--- src/rtl/serial2parallel.sv ---
// Receive-side deserializer: rebuilds N-bit words from a framed LSB-first bit
// stream and flags short, long and resynchronised frames on frame_err.
module serial2parallel #(
  parameter int N  = 8,
  parameter int CW = 4
) (
  input  logic          clk,
  input  logic          reset,
  input  logic          d,
  input  logic          serial_start,
  input  logic          serial_end,
  output logic [N-1:0]  q,
  output logic          q_valid,
  output logic          frame_err,
  output logic          busy,
  output logic [CW-1:0] bit_count
);

  typedef enum logic [1:0] {IDLE, SHIFT, DRAIN} state_t;

  state_t        state_q, state_d;
  logic [N-1:0]  shift_q, shift_d;
  logic [N-1:0]  q_q, q_d;
  logic          q_valid_q, q_valid_d;
  logic          frame_err_q, frame_err_d;
  logic          busy_q, busy_d;
  logic [CW-1:0] bit_count_q, bit_count_d;

  always_comb begin
    state_d     = state_q;
    shift_d     = shift_q;
    q_d         = q_q;
    q_valid_d   = 1'b0;
    frame_err_d = 1'b0;
    bit_count_d = bit_count_q;

    case (state_q)
      IDLE, DRAIN: begin
        // A start marker always wins, so start+end together opens a new frame.
        if (serial_start) begin
          shift_d[0]  = d;
          bit_count_d = CW'(1);
          state_d     = SHIFT;
        end else if (serial_end) begin
          frame_err_d = (state_q == IDLE);
          state_d     = IDLE;
        end
      end
      SHIFT: begin
        if (serial_start) begin
          frame_err_d = 1'b1;
          shift_d[0]  = d;
          bit_count_d = CW'(1);
        end else begin
          for (int i = 0; i < N; i++) begin
            if (CW'(i) == bit_count_q) shift_d[i] = d;
          end
          if (serial_end) begin
            if (bit_count_q == CW'(N-1)) begin
              q_d       = shift_d;
              q_valid_d = 1'b1;
            end else begin
              frame_err_d = 1'b1;
            end
            bit_count_d = '0;
            state_d     = IDLE;
          end else if (bit_count_q == CW'(N-1)) begin
            // Frame ran past N bits: report once, then swallow until its end.
            frame_err_d = 1'b1;
            bit_count_d = '0;
            state_d     = DRAIN;
          end else begin
            bit_count_d = bit_count_q + CW'(1);
          end
        end
      end
      default: begin
        state_d     = IDLE;
        bit_count_d = '0;
      end
    endcase

    busy_d = (state_d != IDLE);
  end

  always_ff @(posedge clk or posedge reset) begin
    if (reset) begin
      state_q     <= IDLE;
      shift_q     <= '0;
      q_q         <= '0;
      q_valid_q   <= 1'b0;
      frame_err_q <= 1'b0;
      busy_q      <= 1'b0;
      bit_count_q <= '0;
    end else begin
      state_q     <= state_d;
      shift_q     <= shift_d;
      q_q         <= q_d;
      q_valid_q   <= q_valid_d;
      frame_err_q <= frame_err_d;
      busy_q      <= busy_d;
      bit_count_q <= bit_count_d;
    end
  end

  assign q         = q_q;
  assign q_valid   = q_valid_q;
  assign frame_err = frame_err_q;
  assign busy      = busy_q;
  assign bit_count = bit_count_q;

endmodule

--- config.mk ---
export PLATFORM = sky130hd
export DESIGN_NAME = serial2parallel
export DESIGN_NICKNAME = d
export VERILOG_FILES = /design/src/rtl/serial2parallel.sv
export SDC_FILE = /design/constraint.sdc
export NUM_CORES = 1
export LEC_CHECK = 0
export BUFFER_PORTS_ARGS = -buffer_cell sky130_fd_sc_hd__buf_4
export CAP_MARGIN = 10
export CORE_MARGIN = 4
export CORE_UTILIZATION = 30
export DETAILED_ROUTE_END_ITERATION = 10
export PLACE_DENSITY = 0.48
export SYNTH_ARGS = -nofsm -noshare
export SYNTH_HDL_FRONTEND = slang
export SYNTH_SLANG_ARGS = --single-unit
export TNS_END_PERCENT = 20
--- constraint.sdc ---
create_clock -name clk -period 1.9 [get_ports clk]
set_input_delay 0.285 -clock clk [delete_from_list [all_inputs] [get_ports clk]]
set_output_delay 0.285 -clock clk [all_outputs]
set_load 0.05 [all_outputs]
[After elaboration in Yosys (flattened, before gate mapping)]
Index checks and enable logic that the tools add are counted.
W data, S select, Z words.
Word-level totals
  bits in registers: 25
  bits of input ports: 5
  output and inout bits: 15
  word-level logic and storage cells: 61
Operators by class
  add/subtract/negate cells: 1
  equal/unequal tests: 11
  mux-type cells: 32
  bitwise logic cells: 1
  reductions and logical operators: 8
Operators by type and width (number)
  $mux W1: 19
  $eq A3 B4 Y1 const A: 4
  $mux W4: 4
  $mux W2: 5
  $eq A2 B4 Y1 const A: 2
  $pmux W4 S2: 1
  $add A4 B1 Y4 const B: 1
  $eq A1 B4 Y1 const A: 1
  $eq A4 B3 Y1 const B: 1
  $logic_not A4 Y1: 1
  $pmux W1 S2: 2
  $pmux W2 S2: 1
  $reduce_and A2 Y1: 2
  $reduce_and A4 Y1: 1
  $reduce_bool A2 Y1: 2
  $eq A2 B1 Y1 const B: 1
  $eq A2 B2 Y1 const B: 1
  $logic_not A2 Y1: 1
  $ne A2 B2 Y1 const B: 1
  $reduce_or A2 Y1: 1
  $not A1 Y1: 1

[Logic depth before layout (Yosys ltp)]
Gate-level depths: netlist of run 1.
  word-level depth: 6
  depth in mapped cells: 6
  mapped depth without buffers: 5

[Least setup slack after synthesis of run 1]
Ideal clock, no wire load.
  path type: reg-to-reg
  start: reg bit_count_q[1] (netlist: bit_count[1])
  end: reg q_q[7] (netlist: q[7])
  library setup time: 0.128 ns
  arrival time: 1.774 ns
  data required time: 1.772 ns
  setup slack: -0.002 ns
  cell stages (with the launch flop): 6
  path buffers: 1
  period minus slack after synthesis: 1.902 ns
  cell sequence: dfrtp_1 > ha_1 > and3b_4 > and3_1 > buf_2 > mux2_1
On the way
  longest elaborated chain between the ends: 2
  elaborated cells on any way between the ends: 4
  those cells by class: 2 x eq/ne; 1 x mux; 1 x reduce/logical
RTL lines
  start, declared: RTL line 27  | logic [CW-1:0] bit_count_q, bit_count_d;
  start signal, assigned: RTL line 102  | bit_count_q <= bit_count_d;
  $eq A4 B3 Y1 / $eq A3 B4 Y1 (equally long branches): RTL line 56, 59
  $reduce_and A4 Y1 (no source line) / $mux W1 (equally long branches)
  end signal, assigned: RTL line 98  | q_q <= q_d;
  end, declared: RTL line 23  | logic [N-1:0] q_q, q_d;
Parallel ways exist; a longest one is shown, timed or not.
A chain may end at the register's enable or synchronous reset.

[Final worst setup path of run 1]
  start: reg bit_count_q[0] (netlist: bit_count[0])
  end: reg q_q[7] (netlist: q[7])
The elaborated chain is that of the path after synthesis.

==> results.rst, run 1 <==
.. list-table::
   :header-rows: 1

   * - Metric
     - Value
   * - CTS Buf Count
     - 3
   * - Remaining routing DRC violations
     - 0
   * - Final setup TNS
     - 0 ns
   * - Number of antenna violations at the first check in global routing
     - 0
   * - Post-CTS setup buffer count
     - 0
   * - Wire length per cell after detailed routing
     - 14.3 um
   * - Cell Rows
     - 23
   * - Count of nets left with antenna violations after detail routing
     - 0
   * - Met1 layer wirelength in the final routing
     - 1.30 mm
   * - Highest clock frequency the design can meet
     - 597 MHz
   * - Most instantiated flip-flop cell in the synthesis netlist
     - sky130_fd_sc_hd__dfrtp_1
   * - Via density per instance
     - 4.86
   * - Net count, final
     - 147
   * - Number of different library cells in the post-synthesis netlist
     - 33
   * - Headroom to the max-slew limit
     - 75.9%
   * - Count of pins over their slew limit
     - 0
   * - Layout Skew
     - 0.00300 ns
   * - Status
     - finished, final reports clean
   * - Routed vias
     - 904
   * - Estimated wirelength of the detail-placed design
     - 1.89 mm
   * - CTS H-Tree Depth
     - 1
   * - Cts hold-fix bufs
     - 0
   * - Worst vdd ir
     - 0.000493 V
   * - Relative area change from synthesis to final layout
     - 19.3%
   * - Post-synth EDFFs
     - 0
   * - Area of the mapped netlist
     - 0.00125 mm2
   * - Number of gates resized after CTS
     - 0
   * - Post-Synthesis Mean Instance Area
     - 10.4 um2
   * - Kind of end point of the critical path
     - flip-flop
   * - Clock root buffer
     - sky130_fd_sc_hd__clkbuf_8
   * - Clock tree from TritonCTS
     - yes
   * - Biggest cell delay along the critical path
     - 0.45 ns
   * - Vias in the first global route
     - 890
   * - Layout cell share with drive strength beyond 1
     - 22.1%
   * - Worst setup SP type
     - flip-flop
   * - Top routing layer used
     - met4
   * - Hold Vio Cnt, Final
     - 0
   * - TritonRoute pass-1 iters
     - 4
   * - Synth Net Count
     - 130
   * - Share of the cycle needed by the critical path after routing
     - 88.1%
   * - Wire length of the first global-routing pass
     - 4.56 mm
   * - Mapped Cells
     - 120
   * - Final Setup Violations
     - 0
   * - Core footprint
     - 0.00403 mm2
   * - Vertical extent of the die
     - 72.6 um
   * - Smallest hold slack
     - 0.0570 ns
   * - Overall routing resource usage
     - 11.3%
   * - Min Tclk post-route
     - 1.67 ns
   * - Setup repair after global routing missed its margin
     - no
   * - Sequential area share after synthesis
     - 48.0%
   * - Total Die Area
     - 0.00526 mm2
   * - CP max stage cell
     - sky130_fd_sc_hd__dfrtp_1
   * - Measured slew at the worst slew-check pin
     - 0.361 ns
   * - Setup WS post-layout
     - 0.225 ns
   * - Ant. Diodes
     - 0
   * - Critical Setup Path Class
     - reg -> reg
   * - Leading cell type in the layout, fill and taps excluded
     - sky130_fd_sc_hd__dfrtp_1
   * - Maximum fanout along the worst path
     - 13
   * - Max cap viols
     - 0
   * - Synthesis-stage register bit count
     - 24
   * - TritonCTS Sinks
     - 24
   * - Chip Width
     - 72.6 um
   * - Share of synthesized registers carrying an async set or reset
     - 100%
   * - Most frequent cells in the layout
     - 23 x sky130_fd_sc_hd__dfrtp_1, 22 x sky130_fd_sc_hd__buf_4, 15 x sky130_fd_sc_hd__a21oi_1, 8 x sky130_fd_sc_hd__mux2i_1
   * - Final weighted congestion in routability-driven placement
     - 0.797
   * - Insertion delay of the later-clocked pin in the worst-skew pair
     - 0.27 ns
   * - Critical path, cell by cell
     - ha_1 -> and3b_4 -> and3_1 -> mux2_1
   * - Placed insts
     - 182
   * - Maximum clock path buffer count
     - 2
   * - GR Overflow Total
     - 0
   * - Worst hold path class
     - in -> async
   * - Dpl ws
     - 0.248 ns
   * - Clock Pin Slew Worst Setup and Hold Paths
     - 0.09 ns
   * - Power per unit of standard cell area
     - 832 mW/mm2
   * - Count of pins on the block boundary
     - 20
   * - Leakage
     - 0.000698 uW
   * - Data required time at the worst endpoint
     - 2.05 ns
   * - Met2 Routed Length
     - 1.23 mm
   * - Arrival time of data at the critical path endpoint
     - 1.83 ns
   * - Total of warnings raised by yosys
     - 0
   * - Largest net degree at the start of global routing
     - 25
   * - Final non-filler cell total
     - 186
   * - Final routed wirelength across all metal layers
     - 2.66 mm
   * - Amount of wire on met3 after detailed routing
     - 104 um
   * - Effective utilization at floorplan
     - 31.0%
   * - Quantity of I/O buffers inserted on ports
     - 19
   * - First DRT Iteration DRCs
     - 30
[state kept, by name (all words and copies together), names as in the netlist]
register,cells
q,8
shift_q,7
bit_count,4
state_q,2
busy,1
frame_err,1
q_valid,1
[kinds of logic (layout without fill, tap and decap cells)]
kind of cell / count (synthesis) / in the layout / synth area share [%]
AO/OA/AOI/OAI: 30 / 30 / 14.1
adder cells (fa/ha/maj): 5 / 5 / 5.01
buffers and inverters: 17 / 33 / 6.81
AND/OR/NAND/NOR: 34 / 34 / 17.8
flip-flops: 24 / 24 / 48.0
multiplexers: 10 / 10 / 8.21
[Yosys cell counts, types with 2 or more instances]
| cell type | count | area, um2 |
|---|---|---|
| sky130_fd_sc_hd__dfrtp_1 | 24 | 601 |
| sky130_fd_sc_hd__a21oi_1 | 15 | 75.1 |
| sky130_fd_sc_hd__mux2i_1 | 8 | 80.1 |
| sky130_fd_sc_hd__a31oi_1 | 7 | 43.8 |
| sky130_fd_sc_hd__inv_1 | 7 | 26.3 |
| sky130_fd_sc_hd__nor2_1 | 6 | 22.5 |
| sky130_fd_sc_hd__buf_2 | 5 | 25.0 |
| sky130_fd_sc_hd__ha_1 | 5 | 62.6 |
| sky130_fd_sc_hd__nand2_1 | 5 | 18.8 |
| sky130_fd_sc_hd__nand3_1 | 4 | 20.0 |
| sky130_fd_sc_hd__nor3b_1 | 4 | 30.0 |
| sky130_fd_sc_hd__nand3b_1 | 3 | 22.5 |
| sky130_fd_sc_hd__and2_1 | 2 | 12.5 |
| sky130_fd_sc_hd__buf_4 | 2 | 15.0 |
| sky130_fd_sc_hd__clkbuf_1 | 2 | 7.51 |
| sky130_fd_sc_hd__mux2_1 | 2 | 22.5 |
| sky130_fd_sc_hd__nand2b_1 | 2 | 12.5 |
| sky130_fd_sc_hd__o21ai_0 | 2 | 10.0 |
[worst max-delay path: cells and delay by family (launching register included)]
kind          cells  cell delay (ns)
fa+ha+maj         1             0.25
flops             1             0.45
mux               1             0.32
simple gates      2             0.55
[per-stage QoR]
step | instance area (um2) | utilization [%] | total power (uW)
after detailed placement | 1420 | 35.2 | 804
final | 1490 | 37.0 | 1240
after global routing | 1490 | 37.0 | 1310
after floorplan | 1250 | - | 747
after global placement | 1420 | 35.2 | 803
after CTS | 1490 | 37.0 | 1260
[layer usage]
layer  GRT usage [%]  vias up
met5               0        -
met4            3.07        0
met3            2.91        2
met2            17.0       18
met1            15.9      428
li1                -      456
[area by class of cell]
cell class	instances	area, um2
clock inverters	1	30.0
flip-flops and latches	24	602
well taps	50	62.6
clock buffers	3	41.3
fillers	420	2540
repair buffers	22	165
multi-input cells	79	564
inverters	7	26.3
[power by group]
part	total [uW]	switching [uW]	internal [uW]
logic	208	130	78.0
registers	583	28.6	554
clock network	450	168	282
[worst paths after layout]
kind	from	to	slack, ns	cells past startpoint
worst max-delay path	bit_count[0]	q[7]	0.23	4
worst min-delay path	reset	state_q[1]	0.06	3
worst max register to register	bit_count[0]	q[7]	0.23	4
worst min register to register	q[7]	q[7]	0.49	1
max in group asynchronous	reset	bit_count[1]	1.59	3
min in group clk	serial_start	state_q[1]	0.26	2
Power figures use the tool's default switching activity.
==> run 2: changes to the inputs <==
--- a/config.mk
+++ b/config.mk
@@ -7,10 +7,11 @@
 export LEC_CHECK = 0
 export BUFFER_PORTS_ARGS = -buffer_cell sky130_fd_sc_hd__buf_4
 export CAP_MARGIN = 10
+export CORE_ASPECT_RATIO = 1.4
 export CORE_MARGIN = 4
 export CORE_UTILIZATION = 30
 export DETAILED_ROUTE_END_ITERATION = 10
-export PLACE_DENSITY = 0.48
+export PLACE_DENSITY = 0.57
 export SYNTH_ARGS = -nofsm -noshare
 export SYNTH_HDL_FRONTEND = slang
 export SYNTH_SLANG_ARGS = --single-unit
==> run 2 against run 1 <==
  * Clock power shrank 23%
  * Critical path type unchanged
  * Highest routed layer unchanged
  * Register-to-register slack about the same
  * Clock skew fell by 0.00077 ns
  * Utilization down 0.23 points
  * Global-route usage is 1.3 points lower
  * Maximum frequency rose by 0.84%
  * Setup slack improved by 0.014 ns
  * Combinational power about the same
  * Count of clock-buffer cells in the layout is 1 higher
  * Worst hold slack better by 0.0058 ns
  * Critical path depth is the same
  * Critical endpoint unchanged
  * Cell area down 1.7%
==> results.rst, run 2 (synthesized netlist as in run 1, its figures left out) <==
.. list-table::
   :header-rows: 1

   * - Metric
     - Value
   * - Status
     - finished, final reports clean
   * - Vias in the first global route
     - 942 (+5.8%)
   * - Worst setup SP type
     - flip-flop
   * - Cts hold-fix bufs
     - 0 (unchanged)
   * - Maximum fanout along the worst path
     - 13 (unchanged)
   * - Summed area of non-filler cells in the final layout
     - 0.00147 mm2 (-1.7%)
   * - Sequential fraction of design power
     - 51.4% (+4.4 points)
   * - Net count, final
     - 147 (unchanged)
   * - Effective utilization at floorplan
     - 31.4% (+0.33 points)
   * - Net switching power
     - 319 uW (-2.3%)
   * - Final weighted congestion in routability-driven placement
     - 0.837 (+5.1%)
   * - Maximum clock path buffer count
     - 2 (unchanged)
   * - Number of flip-flops in the largest register
     - 8 (unchanged)
   * - Clock tree from TritonCTS
     - yes
   * - Number of antenna violations at the first check in global routing
     - 0 (unchanged)
   * - Hold Vio Cnt, Final
     - 0 (unchanged)
   * - Overall routing resource usage
     - 9.97% (-1.3 points)
   * - Wire length of the first global-routing pass
     - 4.34 mm (-4.8%)
   * - Count of pins on the block boundary
     - 20 (unchanged)
   * - TritonCTS Sinks
     - 24 (unchanged)
   * - Final setup TNS
     - 0 ns (unchanged)
   * - Estimated wirelength of the detail-placed design
     - 1.79 mm (-5.5%)
   * - Setup WS post-layout
     - 0.239 ns (+0.0139 ns)
   * - Min Tclk post-route
     - 1.66 ns (-0.0139 ns)
   * - Switching Share
     - 28.1% (+1.8 points)
   * - Clock root buffer
     - sky130_fd_sc_hd__clkbuf_8
   * - Cell area after placement
     - 0.00141 mm2 (-0.62%)
   * - Largest net degree at the start of global routing
     - 25 (unchanged)
   * - Headroom to the max-slew limit
     - 77.7% (+1.9 points)
   * - Wire length per cell after detailed routing
     - 13.7 um (-4.2%)
   * - Clock Pin Slew Worst Setup and Hold Paths
     - 0.08 ns (about the same)
   * - Ant. Diodes
     - 0 (unchanged)
   * - Smallest hold slack
     - 0.0628 ns (+0.00578 ns)
   * - Critical Setup Path Class
     - reg -> reg
   * - GR Overflow Total
     - 0 (unchanged)
   * - TritonRoute pass-1 iters
     - 4 (unchanged)
   * - Cell-internal power
     - 817 uW (-11%)
   * - Leading cell type in the layout, fill and taps excluded
     - sky130_fd_sc_hd__dfrtp_1
   * - Setup repair after global routing missed its margin
     - no
   * - Share of the cycle needed by the critical path after routing
     - 87.4% (-0.73 points)
   * - CP max stage cell
     - sky130_fd_sc_hd__dfrtp_1
   * - Critical path, cell by cell
     - ha_1 -> and3b_4 -> and3_1 -> mux2_1
   * - Quantity of I/O buffers inserted on ports
     - 19 (unchanged)
   * - Most frequent cells in the layout
     - 23 x sky130_fd_sc_hd__dfrtp_1, 22 x sky130_fd_sc_hd__buf_4, 15 x sky130_fd_sc_hd__a21oi_1, 8 x sky130_fd_sc_hd__mux2i_1
   * - Core footprint
     - 0.00399 mm2 (-1.1%)
   * - Relative area change from synthesis to final layout
     - 17.3%
   * - Power per unit of standard cell area
     - 775 mW/mm2 (-6.9%)
   * - Combinational Power Share
     - 18.2% (+1.4 points)
   * - Final Setup Violations
     - 0 (unchanged)
   * - Routed vias
     - 908 (+0.44%)
   * - Power share of the clock group
     - 30.5% (-5.7 points)
   * - Total Die Area
     - 0.00528 mm2 (+0.28%)
   * - Final core utilization
     - 36.8% (-0.23 points)
   * - Final routed wirelength across all metal layers
     - 2.46 mm (-7.8%)
   * - Post-CTS setup buffer count
     - 0 (unchanged)
   * - CTS Buf Count
     - 3 (unchanged)
   * - Highest clock frequency the design can meet
     - 602 MHz (+0.84%)
   * - Data required time at the worst endpoint
     - 2.05 ns (about the same)
   * - Arrival time of data at the critical path endpoint
     - 1.81 ns (-0.02 ns)
   * - Via density per instance
     - 5.07 (+4.4%)
   * - Remaining routing DRC violations
     - 0 (unchanged)
   * - Chip Width
     - 62.6 um (-14%)
   * - Leakage
     - 0.000691 uW (-0.99%)
   * - Worst hold path class
     - in -> async
   * - Number of inserted filler cells in the final layout
     - 415 (-1.2%)
   * - Count of nets left with antenna violations after detail routing
     - 0 (unchanged)
   * - Layout cell share with drive strength beyond 1
     - 22.1% (unchanged)
   * - Vertical extent of the die
     - 84.4 um (+16%)
   * - Kind of end point of the critical path
     - flip-flop
   * - Biggest cell delay along the critical path
     - 0.45 ns (about the same)
   * - Layout Skew
     - 0.00223 ns (-0.000774 ns)
   * - Number of gates resized after CTS
     - 0 (unchanged)
   * - Max cap viols
     - 0 (unchanged)
   * - Cell Rows
     - 27 (+17%)
   * - First DRT Iteration DRCs
     - 20 (-33%)
   * - Dpl ws
     - 0.250 ns (+0.00238 ns)
   * - Insertion delay of the later-clocked pin in the worst-skew pair
     - 0.26 ns (about the same)
   * - Worst vdd ir
     - 0.000433 V (-12%)
   * - CTS H-Tree Depth
     - 1 (unchanged)
   * - Measured slew at the worst slew-check pin
     - 0.334 ns (-0.0269 ns)
   * - Count of pins over their slew limit
     - 0 (unchanged)
==> run 2: worst paths after layout <==
kind | from | endpoint | slack [ns] | cells after the start
worst max register to register | bit_count[0] | q[7] | 0.24 | 4
worst max-delay path | bit_count[0] | q[7] | 0.24 | 4
max in group asynchronous | reset | bit_count[1] | 1.59 | 3
min in group clk | serial_start | state_q[1] | 0.27 | 2
worst min register to register | q[7] | q[7] | 0.50 | 1
worst min-delay path | reset | bit_count[3] | 0.06 | 3
==> run 2: area by class of cell <==
type                            instances  area, um2  area share [%]
Sequential cell                        24        602            41.0
Clock buffer                            4       55.1            3.75
Multi-Input combinational cell         79        564            38.5
Tap cell                               43       53.8            3.67
Timing Repair Buffer                   22        165            11.3
Inverter                                7       26.3            1.79
==> run 2: worst max-delay path, delay by kind of cell, from the launching register on <==
kind	cells	cell delay, ns
adder cells (fa/ha/maj)	1	0.25
flip-flops	1	0.45
AND/OR/NAND/NOR	2	0.53
multiplexers	1	0.32
==> run 2: layer usage <==
| metal | global-route usage, % | part of all wire [%] | wire [um] | vias to the layer above |
|---|---|---|---|---|
| li1 | - | - | - | 456 |
| met1 | 12.7 | 45 | 1110 | 435 |
| met2 | 16.2 | 49 | 1210 | 15 |
| met3 | 2.14 | 4.8 | 117 | 2 |
| met4 | 4.22 | 0.94 | 23 | 0 |
| met5 | 0 | 0 | 0 | - |
==> run 2: metrics by stage <==
stage,power (uW),cells
after floorplan,747,120
after global placement,802,175
after detailed placement,803,175
after CTS,1160,179
after global routing,1210,179
final,1140,179
==> run 2: power by group through the flow <==
stage                     Clock [uW]  Sequential, uW  Combinational (uW)
after global placement             0             592                 210
after floorplan                    0             625                 122
after CTS                        362             584                 210
after global routing             383             592                 230
final                            346             583                 206
after detailed placement           0             594                 209
==> run 3: changes to the inputs <==
--- a/config.mk
+++ b/config.mk
@@ -7,11 +7,15 @@
 export LEC_CHECK = 0
 export BUFFER_PORTS_ARGS = -buffer_cell sky130_fd_sc_hd__buf_4
 export CAP_MARGIN = 10
+export CELL_PAD_IN_SITES_DETAIL_PLACEMENT = 0
+export CELL_PAD_IN_SITES_GLOBAL_PLACEMENT = 2
 export CORE_ASPECT_RATIO = 1.4
 export CORE_MARGIN = 4
 export CORE_UTILIZATION = 30
+export CTS_BUF_LIST = sky130_fd_sc_hd__clkbuf_2 sky130_fd_sc_hd__clkbuf_4 sky130_fd_sc_hd__clkbuf_8
 export DETAILED_ROUTE_END_ITERATION = 10
-export PLACE_DENSITY = 0.57
+export PLACE_DENSITY = 0.77
+export SLEW_MARGIN = 20
 export SYNTH_ARGS = -nofsm -noshare
 export SYNTH_HDL_FRONTEND = slang
 export SYNTH_SLANG_ARGS = --single-unit
==> run 3 against run 2 <==
  * Setup slack got worse by 0.0072 ns
  * Clock power up 30%
  * Sequential share of layout area decreased by 0.45 points
  * Maximum frequency down 0.43%
  * Clock skew increased by 0.0027 ns
  * Die area unchanged
  * Via count grew 1.5%
  * First-iteration DRC count fell by 35%
  * Power increased by 9.5%
  * Sequential power about the same
  * Global-route usage is 1.1 points higher
==> results.rst, run 3 (synthesized netlist as in run 1, its figures left out) <==
.. list-table::
   :header-rows: 1

   * - Metric
     - Value
   * - Maximum fanout along the worst path
     - 13 (unchanged)
   * - Chip Width
     - 62.6 um (unchanged)
   * - Arrival time of data at the critical path endpoint
     - 1.82 ns (about the same)
   * - Insertion delay of the later-clocked pin in the worst-skew pair
     - 0.26 ns (about the same)
   * - Startpoint of the worst-slack reg-to-reg timing path
     - bit_count[0]
   * - Headroom to the max-slew limit
     - 73.2% (-4.5 points)
   * - Leading cell type in the layout, fill and taps excluded
     - sky130_fd_sc_hd__dfrtp_1
   * - Clock tree from TritonCTS
     - yes
   * - Estimated wirelength of the detail-placed design
     - 1.98 mm (+11%)
   * - TritonRoute pass-1 iters
     - 4 (unchanged)
   * - Post-CTS setup buffer count
     - 0 (unchanged)
   * - Count of buffer and inverter cells on the critical path
     - 0 (unchanged)
   * - Core footprint
     - 0.00399 mm2 (unchanged)
   * - First DRT Iteration DRCs
     - 13 (-35%)
   * - Power share of the clock group
     - 36.1% (+5.6 points)
   * - Number of gates resized after CTS
     - 0 (unchanged)
   * - Wire length per cell after detailed routing
     - 15.5 um (+13%)
   * - Switching Share
     - 26.5% (-1.6 points)
   * - Vertical extent of the die
     - 84.4 um (unchanged)
   * - CTS Buf Count
     - 3 (unchanged)
   * - Combinational Power Share
     - 17.0% (-1.2 points)
   * - Measured slew at the worst slew-check pin
     - 0.400 ns (+0.0661 ns)
   * - Total Die Area
     - 0.00528 mm2 (unchanged)
   * - Count of nets left with antenna violations after detail routing
     - 0 (unchanged)
   * - Biggest cell delay along the critical path
     - 0.46 ns (about the same)
   * - Data required time at the worst endpoint
     - 2.05 ns (about the same)
   * - Via density per instance
     - 5.15 (+1.5%)
   * - Cell Rows
     - 27 (unchanged)
   * - Worst hold path class
     - in -> async
   * - Net count, final
     - 147 (unchanged)
   * - Seq. cell area
     - 602 um2 (unchanged)
   * - Smallest hold slack
     - 0.0594 ns (-0.00337 ns)
   * - Cell-internal power
     - 914 uW (+12%)
   * - Critical path, cell by cell
     - ha_1 -> and3b_4 -> and3_1 -> mux2_1
   * - Layout Skew
     - 0.00492 ns (+0.00270 ns)
   * - Effective utilization at floorplan
     - 31.4% (unchanged)
   * - Routed vias
     - 922 (+1.5%)
   * - Cell type group with the largest total delay on the critical path
     - simple AND/OR/NAND/NOR gates
   * - Area of the multi-input gates
     - 564 um2 (unchanged)
   * - Max cap viols
     - 0 (unchanged)
   * - Leakage
     - 0.000698 uW (+1.0%)
   * - GR Overflow Total
     - 0 (unchanged)
   * - Count of pins on the block boundary
     - 20 (unchanged)
   * - Net switching power
     - 330 uW (+3.3%)
   * - Remaining routing DRC violations
     - 0 (unchanged)
   * - Worst vdd ir
     - 0.000365 V (-16%)
   * - Final setup TNS
     - 0 ns (unchanged)
   * - Layout cell share with drive strength beyond 1
     - 22.1% (unchanged)
   * - Sequential fraction of design power
     - 46.9% (-4.5 points)
   * - Number of inserted filler cells in the final layout
     - 411 (-0.96%)
   * - Ant. Diodes
     - 0 (unchanged)
   * - R2r setup slk
     - 0.23 ns (about the same)
   * - Highest clock frequency the design can meet
     - 600 MHz (-0.43%)
   * - TritonCTS Sinks
     - 24 (unchanged)
   * - Number of antenna violations at the first check in global routing
     - 0 (unchanged)
   * - Maximum clock path buffer count
     - 2 (unchanged)
   * - Cts hold-fix bufs
     - 0 (unchanged)
   * - Quantity of I/O buffers inserted on ports
     - 19 (unchanged)
   * - Largest net degree at the start of global routing
     - 25 (unchanged)
   * - Critical path startpoint
     - bit_count[0]
   * - Count of pins over their slew limit
     - 0 (unchanged)
   * - Most frequent cells in the layout
     - 23 x sky130_fd_sc_hd__dfrtp_1, 22 x sky130_fd_sc_hd__buf_4, 15 x sky130_fd_sc_hd__a21oi_1, 8 x sky130_fd_sc_hd__mux2i_1
   * - Overall routing resource usage
     - 11.1% (+1.1 points)
   * - Clock root buffer
     - sky130_fd_sc_hd__clkbuf_8
   * - Kind of end point of the critical path
     - flip-flop
   * - Number of flip-flops in the largest register
     - 8 (unchanged)
   * - Status
     - finished, final reports clean
   * - Critical Setup Path Class
     - reg -> reg
   * - Clock Pin Slew Worst Setup and Hold Paths
     - 0.09 ns (about the same)
   * - Final Setup Violations
     - 0 (unchanged)
   * - Min Tclk post-route
     - 1.67 ns (+0.00719 ns)
   * - Share of the cycle needed by the critical path after routing
     - 87.8% (+0.38 points)
   * - Setup repair after global routing missed its margin
     - no
   * - Power per unit of standard cell area
     - 839 mW/mm2 (+8.3%)
   * - Dpl ws
     - 0.247 ns (-0.00289 ns)
   * - CP max stage cell
     - sky130_fd_sc_hd__dfrtp_1
   * - Final routed wirelength across all metal layers
     - 2.78 mm (+13%)
   * - Hold Vio Cnt, Final
     - 0 (unchanged)
   * - Wire length of the first global-routing pass
     - 4.69 mm (+7.9%)
   * - Vias in the first global route
     - 928 (-1.5%)
   * - Relative area change from synthesis to final layout
     - 18.6%
   * - Setup WS post-layout
     - 0.232 ns (-0.00719 ns)
   * - CTS H-Tree Depth
     - 1 (unchanged)
   * - Final weighted congestion in routability-driven placement
     - 0.710 (-15%)
   * - Worst setup SP type
     - flip-flop
==> run 3: cell type report <==
| cell class | instances | share of cell area (%) |
|---|---|---|
| clock buffer | 3 | 2.78 |
| clock inverter | 1 | 2.03 |
| inverter | 7 | 1.77 |
| multi-input combinational | 79 | 38.1 |
| sequential | 24 | 40.6 |
| tap | 43 | 3.63 |
| timing repair buffer | 22 | 11.1 |
==> run 3: path summary, 6_finish.rpt <==
kind	to	depth (start not counted)
worst max-delay path	q[7]	4
worst min-delay path	shift_q[5]	3
min in group clk	state_q[1]	2
worst min register to register	shift_q[6]	1
worst max register to register	q[7]	4
max in group asynchronous	bit_count[1]	3
==> run 3: metal layers <==
| layer | up-vias | GRT usage, % | part of all wire (%) |
|---|---|---|---|
| met5 | - | 0 | 0 |
| met4 | 0 | 3.61 | 0.86 |
| met3 | 2 | 1.87 | 2.4 |
| met2 | 10 | 18.9 | 52 |
| met1 | 457 | 14.0 | 45 |
| li1 | 453 | - | - |
==> run 3: worst min-delay path, delay by kind of cell <==
kind / cells / cell delay, ns
buffers and inverters: 3 / 0.45
==> run 3: power groups by stage <==
stage | Combinational, uW | Clock (uW) | Sequential (uW)
6_report | 211 | 449 | 583
5_1_grt | 232 | 492 | 590
4_1_cts | 214 | 464 | 584
3_5_place_dp | 214 | 0 | 595
3_3_place_gp | 211 | 0 | 593
2_1_floorplan | 122 | 0 | 625
==> run 3: per-stage QoR <==
step	std cells	area (um2)	util, %	power (uW)
2_1_floorplan	120	1250	-	747
3_3_place_gp	175	1410	35.4	803
3_5_place_dp	175	1410	35.4	809
4_1_cts	179	1480	37.2	1260
5_1_grt	179	1480	37.2	1310
6_report	179	1480	37.2	1240
